<file path="src/rtl/press_decoder_pkg.sv">
// Shared constants for the press decoder: FSM state encoding and event indices.
package press_decoder_pkg;

    // FSM state encoding (3-bit)
    localparam logic [2:0] ST_IDLE      = 3'd0;
    localparam logic [2:0] ST_PRESS1    = 3'd1;
    localparam logic [2:0] ST_LONG_HOLD = 3'd2;
    localparam logic [2:0] ST_GAP       = 3'd3;
    localparam logic [2:0] ST_PRESS2    = 3'd4;

    // Event codes: bit positions inside the registered pulse vector
    localparam int EV_NUM   = 3;
    localparam int EV_SHORT = 0;
    localparam int EV_LONG  = 1;
    localparam int EV_DBL   = 2;

endpackage

</file>
<file path="src/rtl/press_decoder_edge_det.sv">
// Rise/fall detector on the debounced level. The history register resets
// to 1 so a button already held at reset produces no rise until re-pressed.
module edge_det (
    input  logic clk,
    input  logic rst,
    input  logic d,
    output logic rise,
    output logic fall
);

    logic d_q;

    // One-cycle history of the input level
    always_ff @(posedge clk) begin
        if (rst) begin
            d_q <= 1'b1;
        end else begin
            d_q <= d;
        end
    end

    assign rise = d & ~d_q;
    assign fall = ~d & d_q;

endmodule

</file>
<file path="src/rtl/press_decoder.sv">
// Classifies debounced button activity into short press, long press and
// double click, each reported as a registered one-cycle pulse, and keeps a
// wrapping count of reported events.
module press_decoder
    import press_decoder_pkg::*;
#(
    parameter int              CNT_W        = 8,
    parameter logic [CNT_W-1:0] LONG_TICKS   = CNT_W'(50),
    parameter logic [CNT_W-1:0] DCLICK_TICKS = CNT_W'(25)
) (
    input  logic       clk,
    input  logic       rst,
    input  logic       db,
    output logic       short_p,
    output logic       long_p,
    output logic       dbl_p,
    output logic       busy,
    output logic [7:0] event_cnt
);

    // Terminal tick values at which the hold / gap windows expire
    localparam logic [CNT_W-1:0] LONG_LAST   = LONG_TICKS - CNT_W'(1);
    localparam logic [CNT_W-1:0] DCLICK_LAST = DCLICK_TICKS - CNT_W'(1);

    logic              rise;
    logic              fall;
    logic [2:0]        state_reg;
    logic [2:0]        state_next;
    logic [CNT_W-1:0]  tick_reg;
    logic [CNT_W-1:0]  tick_next;
    logic [EV_NUM-1:0] ev_reg;
    logic [EV_NUM-1:0] ev_next;
    logic              busy_reg;
    logic [7:0]        cnt_reg;

    edge_det u_edge_det (
        .clk  (clk),
        .rst  (rst),
        .d    (db),
        .rise (rise),
        .fall (fall)
    );

    // State register, tick counter, registered pulses and event counter
    always_ff @(posedge clk) begin
        if (rst) begin
            state_reg <= ST_IDLE;
            tick_reg  <= '0;
            ev_reg    <= '0;
            busy_reg  <= 1'b0;
            cnt_reg   <= 8'd0;
        end else begin
            state_reg <= state_next;
            tick_reg  <= tick_next;
            ev_reg    <= ev_next;
            busy_reg  <= (state_next != ST_IDLE);
            if (|ev_next) begin
                cnt_reg <= cnt_reg + 8'd1;
            end
        end
    end

    // Next-state and tick logic. While pressed, the first low sample is
    // always a fall (db_q is 1 throughout), so fall stands in for db==0.
    always_comb begin
        state_next = state_reg;
        tick_next  = tick_reg;
        case (state_reg)
            ST_IDLE: begin
                if (rise) begin
                    state_next = ST_PRESS1;
                    tick_next  = '0;
                end
            end
            ST_PRESS1: begin
                if (fall) begin
                    state_next = ST_GAP;
                    tick_next  = '0;
                end else if (tick_reg == LONG_LAST) begin
                    state_next = ST_LONG_HOLD;
                end else begin
                    tick_next = tick_reg + CNT_W'(1);
                end
            end
            ST_LONG_HOLD: begin
                if (fall) begin
                    state_next = ST_IDLE;
                end
            end
            ST_GAP: begin
                if (rise) begin
                    state_next = ST_PRESS2;
                end else if (tick_reg == DCLICK_LAST) begin
                    state_next = ST_IDLE;
                end else begin
                    tick_next = tick_reg + CNT_W'(1);
                end
            end
            ST_PRESS2: begin
                if (fall) begin
                    state_next = ST_IDLE;
                end
            end
            default: begin
                state_next = ST_IDLE;
                tick_next  = '0;
            end
        endcase
    end

    // Pulse decision for this edge; release beats long, rise beats short
    always_comb begin
        ev_next = '0;
        case (state_reg)
            ST_PRESS1: begin
                if (!fall && (tick_reg == LONG_LAST)) begin
                    ev_next[EV_LONG] = 1'b1;
                end
            end
            ST_GAP: begin
                if (rise) begin
                    ev_next[EV_DBL] = 1'b1;
                end else if (tick_reg == DCLICK_LAST) begin
                    ev_next[EV_SHORT] = 1'b1;
                end
            end
            default: begin
                ev_next = '0;
            end
        endcase
    end

    assign short_p   = ev_reg[EV_SHORT];
    assign long_p    = ev_reg[EV_LONG];
    assign dbl_p     = ev_reg[EV_DBL];
    assign busy      = busy_reg;
    assign event_cnt = cnt_reg;

endmodule

</file>
<file path="config.mk">
export PLATFORM = sky130hd
export DESIGN_NAME = press_decoder
export DESIGN_NICKNAME = d
export VERILOG_FILES = /design/src/rtl/press_decoder_pkg.sv /design/src/rtl/press_decoder_edge_det.sv /design/src/rtl/press_decoder.sv
export SDC_FILE = /design/constraint.sdc
export NUM_CORES = 1
export LEC_CHECK = 0
export BUFFER_PORTS_ARGS = -buffer_cell sky130_fd_sc_hd__clkbuf_2
export CORE_UTILIZATION = 50
export DETAILED_ROUTE_END_ITERATION = 6
export PLACE_DENSITY = 0.68
export SETUP_SLACK_MARGIN = 0.15
export SLEW_MARGIN = 20
export SYNTH_ARGS = -nofsm -noshare
export SYNTH_HDL_FRONTEND = slang
export SYNTH_SLANG_ARGS = --single-unit
</file>
<file path="constraint.sdc">
create_clock -name clk -period 2.56 [get_ports clk]
set_clock_uncertainty 0.1 [all_clocks]
set_input_delay 0.384 -clock clk [delete_from_list [all_inputs] [get_ports clk]]
set_output_delay 0.384 -clock clk [all_outputs]
set_load 0.01 [all_outputs]
</file>
==> results of run 1 <==
cell type report:
type                       instances  area, um2
fill                             269       1200
tap                               31       38.8
sequential                        24        480
timing repair buffer              14       70.1
clock buffer                       3       22.5
multi-input combinational        137        900
clock inverter                     1       30.0
inverter                           3       11.3
per-layer routing:
layer / global-route usage / part of all wire / wire [um]
met1: 0.295 / 0.47 / 1510
met5: 0 / 0 / 0
met3: 0.0233 / 0.036 / 117
met4: 0.0906 / 0.019 / 60
met2: 0.366 / 0.48 / 1550
worst max-delay path: cells and delay by family (launching register included):
| family | cells | cell delay, ns |
|---|---|---|
| AO/OA/AOI/OAI | 1 | 0.29 |
| flip-flops | 1 | 0.41 |
| multiplexers | 1 | 0.35 |
| AND/OR/NAND/NOR | 2 | 0.89 |
per-stage QoR:
stage	total power [mW]	worst slack [ns]	area (um2)	hold WS (ns)	util
6_report	0.767	0.447	1550	0.229	0.563
5_1_grt	0.794	0.317	1550	0.237	0.563
4_1_cts	0.770	0.459	1550	0.226	0.563
3_5_place_dp	0.489	0.482	1500	0.397	0.544
3_3_place_gp	0.486	0.435	1500	0.383	0.544
2_1_floorplan	0.470	0.640	1460	0.367	-
cells in the final DEF, fill, tap and decap left out, types with 4 or more instances in the layout:
cell	count
nand4_1	9
ha_1	4
or3_1	5
nand2_1	5
clkbuf_2	14
o21ai_0	10
dfxtp_1	24
nand3_1	15
a21oi_1	10
nor2b_1	7
mux2i_1	4
nor2_1	10
nor3_1	4
nand2b_1	7
power groups by stage:
stage	combinational, mW	clock, mW	sequential (mW)
after CTS	0.0791	0.288	0.403
after global routing	0.0895	0.298	0.406
after floorplan	0.0631	0	0.407
final	0.0796	0.284	0.403
after detailed placement	0.0783	0	0.411
after global placement	0.0760	0	0.410
path summary, 6_finish.rpt:
| check | end | slack, ns |
|---|---|---|
| setup / recovery | event_cnt[4] | 0.45 |
| hold / removal | u_edge_det.d_q | 0.23 |
| setup reg to reg | event_cnt[4] | 0.45 |
| hold reg to reg | tick_reg[1] | 0.41 |
synthesized netlist by cell type (4+ instances only):
cell type / number
a21oi_1: 10
nand2b_1: 7
dfxtp_1: 24
clkbuf_1: 5
o21ai_0: 10
ha_1: 4
nor2_1: 10
nand4_1: 9
nor2b_1: 7
nand3_1: 15
mux2i_1: 4
nor3_1: 4
or3_1: 5
nand2_1: 5
cells by family after synthesis:
| kind of cell | after synthesis | synth area share |
|---|---|---|
| multiplexers | 7 | 0.0506 |
| AO/OA/AOI/OAI | 35 | 0.149 |
| AND/OR/NAND/NOR | 91 | 0.383 |
| buffers and inverters | 14 | 0.0532 |
| adder cells (fa/ha/maj) | 4 | 0.0343 |
| flip-flops | 24 | 0.330 |
==> results_dict.tcl, run 1 <==
set metrics [dict create \
    dp_cells 209 \
    period_needed_ns 2.11 \
    max_freq_mhz 473 \
    cp_slowest_stage_delay_ns 0.50 \
    port_buffers 14 \
    async_flop_share 0 \
    clk_latency_ns 0.33 \
    combPwrFrac 0.104 \
    start_kind "register" \
    drv_cap 0 \
    hp-start "db" \
    outcome "finished clean" \
    start_util 0.529 \
    drc_errors 0 \
    grt_pass1_wl_um 5640 \
    cts.repair.resized 0 \
    p_sw_frac 0.248 \
    numCtsBuffers 3 \
    ys_seq_area_frac 0.330 \
    drive_gt1_frac 0.137 \
    synth_edf_count 0 \
    worst_slew_pin_slew_ns 0.614 \
    fp.dieH_um 56.0 \
    power_density_mw_per_mm2 494 \
    instances_no_fill 213 \
    leakage_nw 0.574 \
    critPathMaxFanout 9 \
    worstPathRequired_ns 2.70 \
    first_global_vias 1294 \
    fin_crit_sh 0.825 \
    critPathKind "register to register" \
    post_cts_buffers 0 \
    gp_congestion 0.827 \
    ant_nets 0 \
    ys_ff_latch 24 \
    syn_area_per_cell_um2 8.33 \
    fin_setup_tns_ns 0 \
    synth_cells 175 \
    fin_nets 190 \
    coreArea_mm2 0.00276 \
    hold_path_class "input port to register" \
    synth_fp_nets 182 \
    antenna_found_initial 0 \
    track_usage 0.222 \
    synth_cell_types 42 \
    peakVddDrop_mv 0.348 \
    grt_overflow_total 0 \
    io_pins 15 \
    grt_max_degree 24 \
    cpMaxStageDelayCell "nor3_1" \
    yosysWarnings 0 \
    reg2reg_depth 4 \
    wl_per_cell_um 15.2 \
    clockBufferDepth 2 \
    synth_top_area_share 0.330 \
    synthToLayoutAreaGrowth_pct 6.52 \
    cts.sinks 24 \
    yosysTopAreaCell "dfxtp_1" \
    final-setup-viol-count 0 \
    clock-root-buffer "clkbuf_4" \
    row_count 19 \
    diodes 0 \
    worstHoldPathCells 2 \
    netlist_area_mm2 0.00146 \
    switchingPower_uw 190 \
    vias 1390 \
    crit_start "tick_reg[2]" \
    die_w_um 56.0 \
    drtIter0Drc 62 \
    cts_tree "yes" \
    first_pass_iters 4 \
    maxSlewViolCount 0 \
    finalHoldViolCount 0 \
    dp_hpwl_um 2320 \
    cp_cell_sequence "nor3_1 -> nand4_1 -> o211ai_1 -> mux2_2" \
    endpoint_kind "register" \
    path_clk_slew_ns 0.15 \
    grt_setup_unrepaired "false" \
    hold_buffers 0 \
    rr_startpoint "tick_reg[2]" \
    wl_um 3230 \
    vias_per_cell 6.53 \
    die_area_mm2 0.00314 \
    clkPwrFrac 0.370 \
    yosys-top-cells-area "dfxtp_1, nand3_1, nand4_1" \
    p_int_uw 577 \
    max_slew_margin 0.589 \
    arrival_ns 2.26 \
    seq_power_share 0.526 \
    synth_top_flop_cell "dfxtp_1" \
    cts_htree_levels 1 \
]
Note: power is estimated with default switching activity, not from simulation.
==> run 2: changes to the inputs <==
Clock period 2.56 ns to 2.2 ns, I/O delays scaled along.
==> results_dict.tcl, run 2 (synthesis results as in run 1) <==
set metrics [dict create \
    fin_crit_sh 0.906 \
    numCtsBuffers 3 \
    hold_path_class "input port to register" \
    period_needed_ns 1.99 \
    r2r-end "tick_reg[7]" \
    cp_cell_sequence "or4b_4 -> o211a_1 -> or3_1 -> a21oi_1" \
    fin_setup_tns_ns 0 \
    port_buffers 14 \
    mostFrequentLayoutCells "dfxtp_1, nand3_1, clkbuf_2" \
    coreArea_mm2 0.00276 \
    combPwrFrac 0.117 \
    max_slew_margin 0.599 \
    dp_hpwl_um 2270 \
    clkPwrFrac 0.299 \
    peakVddDrop_mv 0.429 \
    first_global_vias 1221 \
    drive_gt1_frac 0.168 \
    endpoint_kind "register" \
    hp-start "db" \
    seq_power_share 0.585 \
    cpMaxStageDelayCell "or4b_4" \
    fin_nets 193 \
    wl_met1_um 1600 \
    synthToLayoutAreaGrowth_pct 7.73 \
    rr_startpoint "state_reg[2]" \
    fp.dieH_um 56.0 \
    hold_end "u_edge_det.d_q" \
    final_util 0.569 \
    row_count 19 \
    die_w_um 56.0 \
    cpLargestDelayFamily "simple AND/OR/NAND/NOR gates" \
    vias_per_cell 6.27 \
    wl_um 3190 \
    r2r_slack_ns 0.21 \
    max_freq_mhz 502 \
    p_sw_frac 0.265 \
    wl_per_cell_um 14.8 \
    drtIter0Drc 50 \
    fillers 257 \
    grt_setup_unrepaired "true" \
    first_pass_iters 4 \
    grt_pass1_wl_um 5620 \
    outcome "finished clean" \
    cts.sinks 24 \
    io_pins 15 \
    critPathBufInv 0 \
    dpl_cell_area_mm2 0.00152 \
    worstPathRequired_ns 2.36 \
    finalPower_uw 801 \
    final_common_cell "dfxtp_1" \
    vias 1354 \
    final-setup-viol-count 0 \
    routed-wl-met2_um 1450 \
    grt_max_degree 24 \
    arrival_ns 2.15 \
    hold_buffers 0 \
    worst_slew_pin_slew_ns 0.598 \
    track_usage 0.221 \
    gp_congestion 0.817 \
    drc_errors 0 \
    grt_overflow_total 0 \
    diodes 0 \
    fin_area_mm2 0.00157 \
    start_util 0.529 \
    cp_slowest_stage_delay_ns 0.58 \
    routed.top_layer "met4" \
    antenna_found_initial 0 \
    die_area_mm2 0.00314 \
    finalHoldViolCount 0 \
    start_kind "register" \
    clock-root-buffer "clkbuf_4" \
    reg2reg_depth 4 \
    post_cts_buffers 0 \
    leakage_nw 0.584 \
    critPathKind "register to register" \
    p_int_uw 589 \
    ant_nets 0 \
    drv_cap 0 \
    path_clk_slew_ns 0.14 \
    clk_latency_ns 0.32 \
    switchingPower_uw 212 \
    critPathMaxFanout 11 \
    wl_met3_um 105 \
    worstHoldPathCells 2 \
    maxSlewViolCount 0 \
    cts_tree "yes" \
    cts_htree_levels 1 \
    clockBufferDepth 2 \
    power_density_mw_per_mm2 510 \
    cts.repair.resized 0 \
]
## run 2: cell types whose count changed in the layout (fill, tap and decap cells not counted), sizes merged
| cell | previous run | this run |
|---|---|---|
| buf | 0 | 3 |
| bufinv | 1 | 0 |
| clkbuf | 17 | 18 |
## run 2: worst register-to-register path, stage by stage, from the launching register on
cell	delay [ns]
dfxtp_1	0.44
or4b_4	0.58
o211a_1	0.27
or3_1	0.39
a21oi_1	0.14
## run 2: worst max-delay path by stage
stage,to,start,cells past startpoint
2_1_floorplan,event_cnt[4],tick_reg[2],5
3_3_place_gp,event_cnt[2],db,5
3_5_place_dp,event_cnt[2],db,5
4_1_cts,event_cnt[5],tick_reg[1],6
5_1_grt,event_cnt[5],tick_reg[1],6
6_report,tick_reg[7],state_reg[2],4
## run 2: per-stage QoR
step | setup WS, ns | cells | hold slack (ns)
2_1_floorplan | 0.280 | 175 | 0.337
3_3_place_gp | 0.268 | 212 | 0.381
3_5_place_dp | 0.208 | 212 | 0.407
4_1_cts | 0.213 | 216 | 0.172
5_1_grt | 0.113 | 216 | 0.180
6_report | 0.207 | 216 | 0.177
## run 2: routing by layer
layer / vias to the layer above / global-route usage
met5: - / 0
met3: 5 / 0.0279
met4: 0 / 0.0662
li1: 681 / -
met1: 641 / 0.323
met2: 27 / 0.342
## run 2: final cells by class
class / instances / area (um2) / area share
multi-input cells: 137 / 911 / 0.580
flip-flops and latches: 24 / 480 / 0.306
repair buffers: 17 / 92.6 / 0.0590
well taps: 31 / 38.8 / 0.0247
clock buffers: 4 / 36.3 / 0.0231
inverters: 3 / 11.3 / 0.00717
## run 2: power by group through the flow
stage / logic [mW] / clock network (mW) / registers [mW]
after floorplan: 0.0734 / 0 / 0.474
after global placement: 0.0889 / 0 / 0.477
after detailed placement: 0.0916 / 0 / 0.478
after CTS: 0.0922 / 0.248 / 0.468
after global routing: 0.105 / 0.261 / 0.472
final: 0.0935 / 0.239 / 0.469
